<file path="config.mk">
export PLATFORM = sky130hd
export DESIGN_NAME = wbuf_window
export DESIGN_NICKNAME = d
export VERILOG_FILES = /design/src/rtl/wbuf_pkg.sv /design/src/rtl/wbuf_lane.sv /design/src/rtl/wbuf_window.sv
export SDC_FILE = /design/constraint.sdc
export NUM_CORES = 1
export LEC_CHECK = 0
export CORE_MARGIN = 2
export CORE_UTILIZATION = 54
export CTS_BUF_LIST = sky130_fd_sc_hd__clkbuf_8
export CTS_CLUSTER_DIAMETER = 150
export DETAILED_ROUTE_END_ITERATION = 12
export GPL_TIMING_DRIVEN = 0
export PLACE_DENSITY = 0.88
export SETUP_SLACK_MARGIN = 0.3
export SYNTH_ARGS = -nofsm -noshare
export SYNTH_HDL_FRONTEND = slang
export SYNTH_SLANG_ARGS = --single-unit
</file>
<file path="constraint.sdc">
create_clock -name clk -period 4.55 [get_ports clk]
set_clock_uncertainty 0.05 [all_clocks]
set_input_delay 0.91 -clock clk [delete_from_list [all_inputs] [get_ports clk]]
set_output_delay 0.91 -clock clk [all_outputs]
set_load 0.005 [all_outputs]
</file>
<file path="src/rtl/wbuf_pkg.sv">
// rtl/wbuf_pkg.sv - shared opcodes and default sizes for the window buffer
package wbuf_pkg;

    typedef enum logic [2:0] {
        OP_NOP       = 3'b000,
        OP_LOAD      = 3'b001,
        OP_SHIFT     = 3'b010,
        OP_LOADSHIFT = 3'b011,
        OP_CLEAR     = 3'b100
    } wbuf_op_e;

    localparam int DEF_DATA_W = 8;
    localparam int DEF_DEPTH  = 2;
    localparam int DEF_LANES  = 2;

endpackage

</file>
<file path="src/rtl/wbuf_lane.sv">
// rtl/wbuf_lane.sv - one shift lane: entries, fill count and full/empty flags
module wbuf_lane
    import wbuf_pkg::*;
#(
    parameter  int DATA_W = DEF_DATA_W,
    parameter  int DEPTH  = DEF_DEPTH,
    localparam int CW     = $clog2(DEPTH) + 1
) (
    input  logic                    clk,
    input  logic                    nrst,
    input  logic                    clear,
    input  logic                    load,
    input  logic                    shift,
    input  logic [DATA_W-1:0]       wdata,
    output logic [DEPTH*DATA_W-1:0] entries,
    output logic [CW-1:0]           count,
    output logic                    full,
    output logic                    empty,
    output logic                    full_nxt
);

    logic [DATA_W-1:0] ent_q [DEPTH];
    logic [DATA_W-1:0] ent_d [DEPTH];
    logic [CW-1:0]     cnt_q, cnt_d;
    logic [CW-1:0]     wr_idx;
    logic              full_q, full_d, empty_q, empty_d;
    logic              has_data;

    // The top only asserts load on a non-full lane and shift on a non-empty
    // lane, except load+shift (LOADSHIFT), which degrades to a plain load when empty.
    always_comb begin
        ent_d    = ent_q;
        cnt_d    = cnt_q;
        has_data = (cnt_q != '0);
        wr_idx   = cnt_q;
        if (clear) begin
            ent_d = '{default: '0};
            cnt_d = '0;
        end else begin
            if (shift && has_data) begin
                for (int i = 0; i < DEPTH - 1; i++) ent_d[i] = ent_q[i+1];
                ent_d[DEPTH-1] = '0;
            end
            if (load) begin
                if (shift && has_data) wr_idx = cnt_q - CW'(1);
                for (int i = 0; i < DEPTH; i++) begin
                    if (CW'(i) == wr_idx) ent_d[i] = wdata;
                end
            end
            case ({load, shift})
                2'b10:   cnt_d = cnt_q + CW'(1);
                2'b01:   cnt_d = cnt_q - CW'(1);
                2'b11:   cnt_d = has_data ? cnt_q : CW'(1);
                default: cnt_d = cnt_q;
            endcase
        end
        full_d  = (cnt_d == CW'(DEPTH));
        empty_d = (cnt_d == '0);
    end

    always_ff @(posedge clk or negedge nrst) begin
        if (!nrst) begin
            ent_q   <= '{default: '0};
            cnt_q   <= '0;
            full_q  <= 1'b0;
            empty_q <= 1'b1;
        end else begin
            ent_q   <= ent_d;
            cnt_q   <= cnt_d;
            full_q  <= full_d;
            empty_q <= empty_d;
        end
    end

    for (genvar i = 0; i < DEPTH; i++) begin : g_ent
        assign entries[i*DATA_W +: DATA_W] = ent_q[i];
    end

    assign count    = cnt_q;
    assign full     = full_q;
    assign empty    = empty_q;
    assign full_nxt = full_d;

endmodule

</file>
<file path="src/rtl/wbuf_window.sv">
// rtl/wbuf_window.sv - multi-lane window buffer: command decode, handshake, errors
module wbuf_window
    import wbuf_pkg::*;
#(
    parameter  int DATA_W = DEF_DATA_W,
    parameter  int DEPTH  = DEF_DEPTH,
    parameter  int LANES  = DEF_LANES,
    localparam int LW     = (LANES > 1) ? $clog2(LANES) : 1,
    localparam int CW     = $clog2(DEPTH) + 1
) (
    input  logic                          clk,
    input  logic                          nrst,
    input  logic                          cmd_valid,
    output logic                          cmd_ready,
    input  logic [2:0]                    cmd_op,
    input  logic [LW-1:0]                 cmd_lane,
    input  logic [LANES*DATA_W-1:0]       lane_data,
    output logic [LANES*DEPTH*DATA_W-1:0] window,
    output logic [LANES*CW-1:0]           lane_count,
    output logic [LANES-1:0]              lane_full,
    output logic [LANES-1:0]              lane_empty,
    output logic                          win_valid,
    output logic                          cmd_err
);

    wbuf_op_e         op;
    logic             accept, lane_ok, sel_full, sel_empty;
    logic [LANES-1:0] lane_sel, lane_load, lane_shift, lane_full_nxt;
    logic             lane_clear;
    logic             cmd_ready_q, cmd_ready_d;
    logic             cmd_err_q, cmd_err_d;
    logic             win_valid_q, win_valid_d;

    assign op = wbuf_op_e'(cmd_op);

    always_comb begin
        lane_load   = '0;
        lane_shift  = '0;
        lane_clear  = 1'b0;
        cmd_err_d   = 1'b0;
        cmd_ready_d = 1'b1;
        accept      = cmd_valid && cmd_ready_q;
        lane_ok     = 32'(cmd_lane) < 32'(LANES);
        for (int k = 0; k < LANES; k++) lane_sel[k] = lane_ok && (LW'(k) == cmd_lane);
        sel_full    = |(lane_sel & lane_full);
        sel_empty   = |(lane_sel & lane_empty);
        if (accept) begin
            case (op)
                OP_NOP: ;
                OP_LOAD: begin
                    if (!lane_ok || sel_full) cmd_err_d = 1'b1;
                    else                      lane_load = lane_sel;
                end
                OP_SHIFT: begin
                    if (!lane_ok || sel_empty) cmd_err_d  = 1'b1;
                    else                       lane_shift = lane_sel;
                end
                OP_LOADSHIFT: begin
                    if (!lane_ok) cmd_err_d = 1'b1;
                    else begin
                        lane_load  = lane_sel;
                        lane_shift = lane_sel;
                    end
                end
                // Clearing all lanes costs one dead cycle on the command port.
                OP_CLEAR: begin
                    lane_clear  = 1'b1;
                    cmd_ready_d = 1'b0;
                end
                default: cmd_err_d = 1'b1;
            endcase
        end
        win_valid_d = &lane_full_nxt;
    end

    always_ff @(posedge clk or negedge nrst) begin
        if (!nrst) begin
            cmd_ready_q <= 1'b1;
            cmd_err_q   <= 1'b0;
            win_valid_q <= 1'b0;
        end else begin
            cmd_ready_q <= cmd_ready_d;
            cmd_err_q   <= cmd_err_d;
            win_valid_q <= win_valid_d;
        end
    end

    for (genvar k = 0; k < LANES; k++) begin : g_lane
        wbuf_lane #(
            .DATA_W (DATA_W),
            .DEPTH  (DEPTH)
        ) u_lane (
            .clk      (clk),
            .nrst     (nrst),
            .clear    (lane_clear),
            .load     (lane_load[k]),
            .shift    (lane_shift[k]),
            .wdata    (lane_data[k*DATA_W +: DATA_W]),
            .entries  (window[k*DEPTH*DATA_W +: DEPTH*DATA_W]),
            .count    (lane_count[k*CW +: CW]),
            .full     (lane_full[k]),
            .empty    (lane_empty[k]),
            .full_nxt (lane_full_nxt[k])
        );
    end

    assign cmd_ready = cmd_ready_q;
    assign cmd_err   = cmd_err_q;
    assign win_valid = win_valid_q;

endmodule

</file>
Yosys cells after proc, flatten, opt, wreduce, memory -nomap -nowiden. Cells that the tools add are included.

Add/subtract/negate cells: 4. Equality and inequality tests: 14. Multiplexer cells: 36. Bitwise gates (word level): 3. Reductions and logical operators: 14.

Operators with widths (number): two-way mux 16 bit (6); two-way mux 8 bit (4); two-way mux 2 bit (14); equality test 2 bit, second input constant (6); one-hot mux 2 bit (3 select lines) (2); logical NOT 2 bit (4); one-hot mux 2 bit (2 select lines) (2); two-way mux 1 bit (7); equality test 3 x 2 -> 1 bit, second input constant (2); adder 2 x 1 -> 2 bit, second input constant (2); AND 2 bit (2); equality test 1 x 2 -> 1 bit, first input constant (2); equality test 2 x 1 -> 1 bit, second input constant (2); nonzero test 2 bit (2); OR reduction 2 bit (2); subtractor 2 x 1 -> 2 bit, second input constant (2); equality test 3 x 1 -> 1 bit, second input constant (1); equality test 3 bit, second input constant (1); logical AND 1 bit (3); logical NOT 3 bit (1); one-hot mux 1 bit (3 select lines) (1); OR reduction 3 bit (1); AND reduction 2 bit (1); NOT 1 bit (1).

Flip-flop bits (word level): 43. Output and inout port bits: 43. Word-level logic and storage cells: 84.

Logic depth before layout (Yosys ltp). Gate-level depths: netlist of the first run.

Depth after elaboration: 14. Mapped depth: 9.

Modules after synthesis. Synthesis of the first run repeated with hierarchy kept, for this count alone.

Cells, all modules: 221. Area total of the unflattened synthesis: 2353.5 µm².

Modules (own cells, without submodules): wbuf_lane (times used 2, cells each 99, area each 1077.3 µm²); wbuf_window (times used 1, cells each 23, area each 198.9 µm²).

Worst setup path after synthesis of the first run. OpenSTA, ideal clock, no wires.

Kind: input-to-reg. From: in cmd_valid. To: reg win_valid_q, in the netlist win_valid. Setup time: 0.094 ns. Arrival time: 2.123 ns. Setup slack: 2.283 ns. Stages on the path: 7. Path through: and2_4 > buf_6 > and3_4 > buf_6 > or3_4 > o221ai_4 > nor4b_4.

Word-level cells in the longest chain between the ends: 7. Elaborated cells on any way between the ends: 17. Classes of those cells: eq/ne (8); mux (7); reduce/logical (2).

Ends and longest elaborated chain: start, declared (RTL line wbuf_window.sv:13) `input logic cmd_valid,`; logical AND 1 bit (*) (RTL line wbuf_window.sv:42) `accept = cmd_valid && cmd_ready_q;`; two-way mux 2 bit (RTL line wbuf_window.sv:47) `if (accept) begin`; equality test 2 bit / equality test 2 x 1 -> 1 bit (equally long branches) (RTL line wbuf_lane.sv:50) `case ({load, shift})`; one-hot mux 2 bit (3 select lines) (RTL line wbuf_lane.sv:50); two-way mux 2 bit (*) (RTL line wbuf_lane.sv:36) `if (clear) begin`; via g_lane[0].u_lane.cnt_d[1] (RTL line wbuf_lane.sv:24) `logic [CW-1:0] cnt_q, cnt_d;`; equality test 2 bit (*) (RTL line wbuf_lane.sv:57) `full_d = (cnt_d == CW'(DEPTH));`; AND reduction 2 bit (*) (RTL line wbuf_window.sv:73) `win_valid_d = &lane_full_nxt;`; via win_valid_d (RTL line wbuf_window.sv:32) `logic win_valid_q, win_valid_d;`; end signal, assigned (RTL line wbuf_window.sv:84) `win_valid_q <= win_valid_d;`; end, declared (RTL line wbuf_window.sv:32).

Mark *: on every way through the listed nets, which the timed path passes. The rest lies on a longest branch.

==> impl_metrics.py, run 1 <==
metrics = {
    "die": {
        "core_area_um2": 4410,
        "core.rowCount": 24,
        "io_pins": 66,
        "die_width_um": 72.0,
        "die_area_um2": 5190,
        "die_h_um": 72.0,
        "initial_utilization": 0.566,
    },
    "sta": {
        "fmax_mhz": 354,
        "hold_violations": 0,
        "finalCritPeriodShare": 0.621,
        "finalCriticalPeriod_ps": 2820,
        "worst_pin_slew_ps": 542,
        "setup-tns-final_ps": 0,
        "rsz0062_at_grt": "no",
        "setup_viol": 0,
        "finalMaxSlewViolations": 0,
        "relSlewSlack": 0.634,
    },
    "cells_and_area": {
        "postLayoutCellArea_um2": 3330,
        "antenna_cells": 0,
        "fin_nets": 353,
        "drive_above_1_share": 0.122,
        "area_growth_pct": 33.1,
        "num-fill-cells": 309,
    },
    "yosys": {
        "synth_seq_area_share": 0.432,
        "synth-seq-cells": 43,
        "ys_types": 52,
        "yosysMostFrequentCell": "dfrtp_1",
        "yosysTopAreaCell": "dfrtp_1",
        "syn_nets": 281,
        "syn_area_um2": 2500,
        "synthTopCellsByArea": "dfrtp_1 (40%), mux2i_1 (8.0%), nor2_1 (4.8%)",
        "synth_edf_count": 0,
        "synthArstFlopShare": 1.00,
        "synth_flop_cell": "dfrtp_1",
        "syn-mean-instance-area_um2": 9.84,
        "yosys.area.top_type_share": 0.400,
        "ys_warn_count": 0,
        "synth_common_cells": "dfrtp_1 (40), nor2_1 (32), mux2i_1 (20), nand2_1 (20)",
        "synthAdderAreaFrac": 0.0200,
        "synth-simple-area-share": 0.208,
        "synth_compound_area_frac": 0.188,
        "synthMuxAreaShare": 0.0911,
        "synth_top_family_by_area": "simple AND/OR/NAND/NOR gates",
        "synth-xor-area-share": 0,
        "syn_inst": 254,
    },
    "setup_path": {
        "critPathRequiredTime_ps": 4730,
        "cp.arrival_ps": 3000,
        "path_max_fanout": 10,
        "cp-start-kind": "input pin",
        "r2r_slack_ps": 2110,
        "end_kind": "flip-flop",
        "worstSetupPathType": "input pin to flip-flop",
    },
    "route": {
        "drt-initial-drc-count": 264,
        "wirelength_mm": 6.54,
        "vias": 2351,
        "dr.pass1.iters": 4,
        "wire_per_inst_um": 17.3,
        "viasPerCell": 6.20,
        "drc_errors": 0,
        "ant_nets": 0,
    },
    "global_routing": {
        "grtUsageTotal": 0.262,
        "antenna_found_initial": 0,
        "grt_max_degree": 41,
        "grt_pass1_vias": 2169,
        "grt_overflow": 0,
        "grt_pass1_wl_mm": 10.7,
    },
    "cts": {
        "clockRootBuffer": "clkbuf_8",
        "clkTransAtPathRegs_ps": 80,
        "cts_hold_buffers": 0,
        "numCtsBuffers": 5,
        "cts_buffer_depth": 2,
        "tritoncts": "yes",
        "cts.sinks": 43,
        "cts_resized": 0,
        "post_cts_buffers": 0,
        "h-tree-depth": 2,
        "insertion_delay_ps": 300,
    },
    "power_and_ir_drop": {
        "ir_drop_v": 0.000239,
        "finalPower_uw": 1370,
        "power.density_nw_per_um2": 413,
        "leakage_uw": 0.00148,
    },
    "flow_run": {
        "max_cap_viol_count": 0,
    },
    "hold_path": {
        "holdCritPathClass": "input pin to asynchronous set/reset pin",
    },
    "placed_design": {
        "placed_area_um2": 3220,
        "dp_hpwl_mm": 4.66,
        "gp_congestion": 0.898,
        "io_buffers": 64,
    },
    "run_status": {
        "outcome": "completed",
    },
}
metal layers:
layer	vias up	track usage	wire [um]
li1	1086	-	-
met2	101	0.426	3220
met3	8	0.0361	442
met5	-	0	0
met4	0	0.0755	73
met1	1156	0.369	2800
path summary, 6_finish.rpt:
path | from | end | cells after the start
max | cmd_op[0] | g_lane[0].u_lane.entries[14]$_DFF_PN0_ | 7
min | nrst | g_lane[0].u_lane.entries[1]$_DFF_PN0_ | 1
max reg2reg | g_lane[0].u_lane.count[0]$_DFF_PN0_ | g_lane[0].u_lane.entries[7]$_DFF_PN0_ | 8
min reg2reg | g_lane[0].u_lane.entries[11]$_DFF_PN0_ | g_lane[0].u_lane.entries[11]$_DFF_PN0_ | 2
max in group asynchronous | nrst | g_lane[1].u_lane.empty$_DFF_PN1_ | 2
min in group clk | g_lane[0].u_lane.entries[11]$_DFF_PN0_ | g_lane[0].u_lane.entries[11]$_DFF_PN0_ | 2
worst max-delay path: stages:
cell and delay, ps:
clkdlybuf4s50_1 600, buf_2 250, nand3_1 160, nor2_1 370, clkbuf_1 410, a32oi_1 180, nor2_1 110
kinds of logic after synthesis:
group,count (synthesis)
buffers and inverters,29
adder cells (fa/ha/maj),4
AO/OA/AOI/OAI,59
AND/OR/NAND/NOR,97
flip-flops,43
multiplexers,22
placed cells by master (no fill, tap or decap), drive strengths merged, types with 4 or more instances in the layout:
| cell | instances |
|---|---|
| buf | 18 |
| clkdlybuf4s50 | 63 |
| nor2b | 4 |
| mux2i | 22 |
| nand4 | 6 |
| nor4b | 4 |
| inv | 11 |
| nor3 | 4 |
| ha | 4 |
| dfrtp | 40 |
| a22oi | 8 |
| a21oi | 7 |
| o21ai | 4 |
| a32oi | 8 |
| nand2 | 20 |
| a211o | 8 |
| a211oi | 6 |
| clkbuf | 9 |
| nand3 | 8 |
| nand3b | 4 |
| nor2 | 33 |
power by group:
part | switching [uW] | internal (uW)
sequential | 62.8 | 458
clock | 131 | 160
combinational | 265 | 298
flip-flops by register name, summed over array words and instances (netlist names):
signal / flops
cmd_err: 1
cmd_ready: 1
g_lane.u_lane.count: 4
g_lane.u_lane.empty: 2
g_lane.u_lane.entries: 32
g_lane.u_lane.full: 2
win_valid: 1
per-stage QoR:
stage               worst slack [ps]  hold slack, ps  instances   util
detailed placement              1480             485        371  0.730
finish                          1730             366        379  0.754
floorplan                       2280             474        254      -
global placement                1410             481        370  0.726
global route                    1580             365        379  0.754
CTS                             1780             369        379  0.754
final cells by class:
type                       count  area (um2)  area share
sequential                    43        1080       0.325
clock buffer                   5        68.8      0.0207
tap                           52        65.1      0.0196
timing repair buffer          65         656       0.197
inverter                       9        33.8      0.0102
buffer                        20         119      0.0357
clock inverter                 3        37.5      0.0113
multi-input combinational    182        1270       0.381
No activity file was read; power rests on OpenSTA's default activity.
==> inputs of run 2 (changes only) <==
--- a/config.mk
+++ b/config.mk
@@ -6,12 +6,12 @@
 export NUM_CORES = 1
 export LEC_CHECK = 0
 export CORE_MARGIN = 2
-export CORE_UTILIZATION = 54
+export CORE_UTILIZATION = 50
 export CTS_BUF_LIST = sky130_fd_sc_hd__clkbuf_8
 export CTS_CLUSTER_DIAMETER = 150
 export DETAILED_ROUTE_END_ITERATION = 12
 export GPL_TIMING_DRIVEN = 0
-export PLACE_DENSITY = 0.88
+export PLACE_DENSITY = 0.82
 export SETUP_SLACK_MARGIN = 0.3
 export SYNTH_ARGS = -nofsm -noshare
 export SYNTH_HDL_FRONTEND = slang
==> constraint.sdc (replaced) <==
create_clock -name clk -period 2.8 [get_ports clk]
set_clock_uncertainty 0.05 [all_clocks]
set_input_delay 0.56 -clock clk [delete_from_list [all_inputs] [get_ports clk]]
set_output_delay 0.56 -clock clk [all_outputs]
set_load 0.005 [all_outputs]
==> impl_metrics.py, run 2 (synthesized netlist as in run 1, its figures left out) <==
metrics = {
    "cts": {
        "tritoncts": "yes",
        "cts.sinks": 43,
        "h-tree-depth": 2,
        "cts_buffer_depth": 2,
        "clockRootBuffer": "clkbuf_8",
        "insertion_delay_ps": 300,
        "numCtsBuffers": 5,
        "clkTransAtPathRegs_ps": 80,
    },
    "power_and_ir_drop": {
        "ir_drop_v": 0.000378,
        "leakage_uw": 0.00149,
        "p_int_uw": 1440,
        "power.density_nw_per_um2": 653,
        "finalPower_uw": 2210,
        "switching_power_uw": 769,
        "p_sw_frac": 0.349,
        "pwr-share-clk": 0.188,
        "sequentialPowerShare": 0.382,
        "pwr-share-comb": 0.430,
    },
    "cells_and_area": {
        "multiInputGateArea_um2": 1300,
        "final_common_cell": "clkdlybuf4s50_1",
        "num-fill-cells": 381,
        "regArea_um2": 1080,
        "largest_reg_flops": 32,
        "drive_above_1_share": 0.140,
        "area_growth_pct": 35.2,
        "fin_nets": 355,
        "layout_common_cells": "clkdlybuf4s50_1 (63), dfrtp_1 (40), nor2_1 (32), nand2_1 (20), mux2i_1 (20)",
        "antenna_cells": 0,
    },
    "sta": {
        "setup-tns-final_ps": 0,
        "finalCritPeriodShare": 0.854,
        "finalMaxSlewViolations": 0,
        "worst_pin_slew_ps": 494,
        "rsz0062_at_grt": "yes",
        "fin_ws_ps": 409,
        "fmax_mhz": 418,
        "hold_violations": 0,
        "relSlewSlack": 0.667,
        "whs_ps": 506,
        "finalCriticalPeriod_ps": 2390,
        "setup_viol": 0,
    },
    "setup_path": {
        "r2r_end": "g_lane[0].u_lane.entries[13]$_DFF_PN0_",
        "end_kind": "flip-flop",
        "worstSetupPathType": "input pin to flip-flop",
        "critPathRequiredTime_ps": 2940,
        "worstRegToRegCells": 8,
        "cp.arrival_ps": 2530,
        "r2r_slack_ps": 500,
        "r2r_start": "g_lane[0].u_lane.count[0]$_DFF_PN0_",
        "path_max_fanout": 10,
        "crit_path_start": "cmd_op[2]",
        "cp-start-kind": "input pin",
    },
    "route": {
        "wirelength_mm": 6.78,
        "wire_per_inst_um": 17.1,
        "viasPerCell": 5.89,
        "drt-initial-drc-count": 126,
        "dr.pass1.iters": 5,
        "ant_nets": 0,
        "drc_errors": 0,
        "vias": 2333,
    },
    "hold_path": {
        "min_path_cells": 2,
        "holdCritPathClass": "flip-flop to flip-flop",
        "min_from": "g_lane[0].u_lane.entries[14]$_DFF_PN0_",
        "min_to": "g_lane[0].u_lane.entries[14]$_DFF_PN0_",
    },
    "placed_design": {
        "gp_congestion": 0.862,
        "place_ws_ps": 58.0,
        "dp_hpwl_mm": 4.70,
        "io_buffers": 64,
    },
    "die": {
        "die_width_um": 74.7,
        "io_pins": 66,
        "core.rowCount": 25,
        "initial_utilization": 0.522,
        "die_area_um2": 5580,
        "core_area_um2": 4790,
        "die_h_um": 74.7,
    },
    "global_routing": {
        "grt_pass1_vias": 2102,
        "grt_max_degree": 42,
        "grt_overflow": 0,
        "grtUsageTotal": 0.252,
        "antenna_found_initial": 0,
        "grt_pass1_wl_mm": 10.7,
    },
    "run_status": {
        "outcome": "completed",
    },
    "flow_run": {
        "max_cap_viol_count": 0,
    },
}
## run 2: cell count changes in the layout (fill, tap and decap cells not counted), sizes merged
cell         previous run  this run
dlygate4sd3             0         1
clkinv                  0         1
inv                    11        10
bufinv                  1         0
clkbuf                  9        10
buf                    18        19
## run 2: metal layers
| layer | routed length [um] | share of wire | vias to the layer above | GRT usage |
|---|---|---|---|---|
| met5 | 0 | 0 | - | 0 |
| met1 | 3080 | 0.45 | 1155 | 0.377 |
| li1 | - | - | 1083 | - |
| met2 | 3240 | 0.48 | 82 | 0.378 |
| met3 | 390 | 0.058 | 13 | 0.0549 |
| met4 | 72 | 0.011 | 0 | 0.0575 |
## run 2: per-stage QoR
step                utilization  std cells  cell area [um2]
floorplan                     -        254             2500
global placement          0.674        385             3220
detailed placement        0.677        386             3240
CTS                       0.698        395             3340
global route              0.706        396             3380
finish                    0.706        396             3380
## run 2: worst max-delay path, cell delays in order
cell             delay, ps
clkdlybuf4s50_1        570
nand3b_1               350
nor4_2                 380
o21ai_2                180
buf_2                  230
a211oi_1               260
## run 2: timing repair
action / 4_1_cts / 5_1_grt
gates resized for setup: 0 / 8
setup buffers: 0 / 1
hold buffers: 1 / 0
endpoints found under the hold margin: 2 / 0
setup endpoints to repair: 0 / 27
## run 2: power by group through the flow
stage / registers, uW / logic (uW) / clock network [uW]
global placement: 852 / 879 / 0
CTS: 841 / 917 / 414
floorplan: 841 / 506 / 0
detailed placement: 851 / 909 / 0
global route: 860 / 1020 / 444
finish: 843 / 948 / 415
## run 2: layout make-up
type                            instances  area share
Multi-Input combinational cell        182       0.384
Sequential cell                        43       0.320
Timing Repair Buffer                   67       0.199
Buffer                                 20      0.0359
Tap cell                               67      0.0248
Clock buffer                            6      0.0244
Inverter                                9      0.0100
Clock inverter                          2     0.00259
## run 2: worst max-delay path by stage
stage | to | slack, ps | cells after the start
final | g_lane[1].u_lane.entries[3]$_DFF_PN0_ | 410 | 6
after global routing | g_lane[1].u_lane.entries[5]$_DFF_PN0_ | 270 | 7
after CTS | g_lane[0].u_lane.entries[14]$_DFF_PN0_ | 360 | 7
after detailed placement | g_lane[0].u_lane.entries[14]$_DFF_PN0_ | 60 | 7
after global placement | g_lane[1].u_lane.count[1]$_DFF_PN0_ | 30 | 1
after floorplan | g_lane[1].u_lane.entries[5]$_DFF_PN0_ | 770 | 9
==> inputs of run 3 (changes only) <==
--- a/config.mk
+++ b/config.mk
@@ -11,6 +11,7 @@
 export CTS_CLUSTER_DIAMETER = 150
 export DETAILED_ROUTE_END_ITERATION = 12
 export GPL_TIMING_DRIVEN = 0
+export HOLD_SLACK_MARGIN = 0.05
 export PLACE_DENSITY = 0.82
 export SETUP_SLACK_MARGIN = 0.3
 export SYNTH_ARGS = -nofsm -noshare
==> results of run 3 <==
Same layout as run 2: the final DEF is identical, and so are final timing and power.
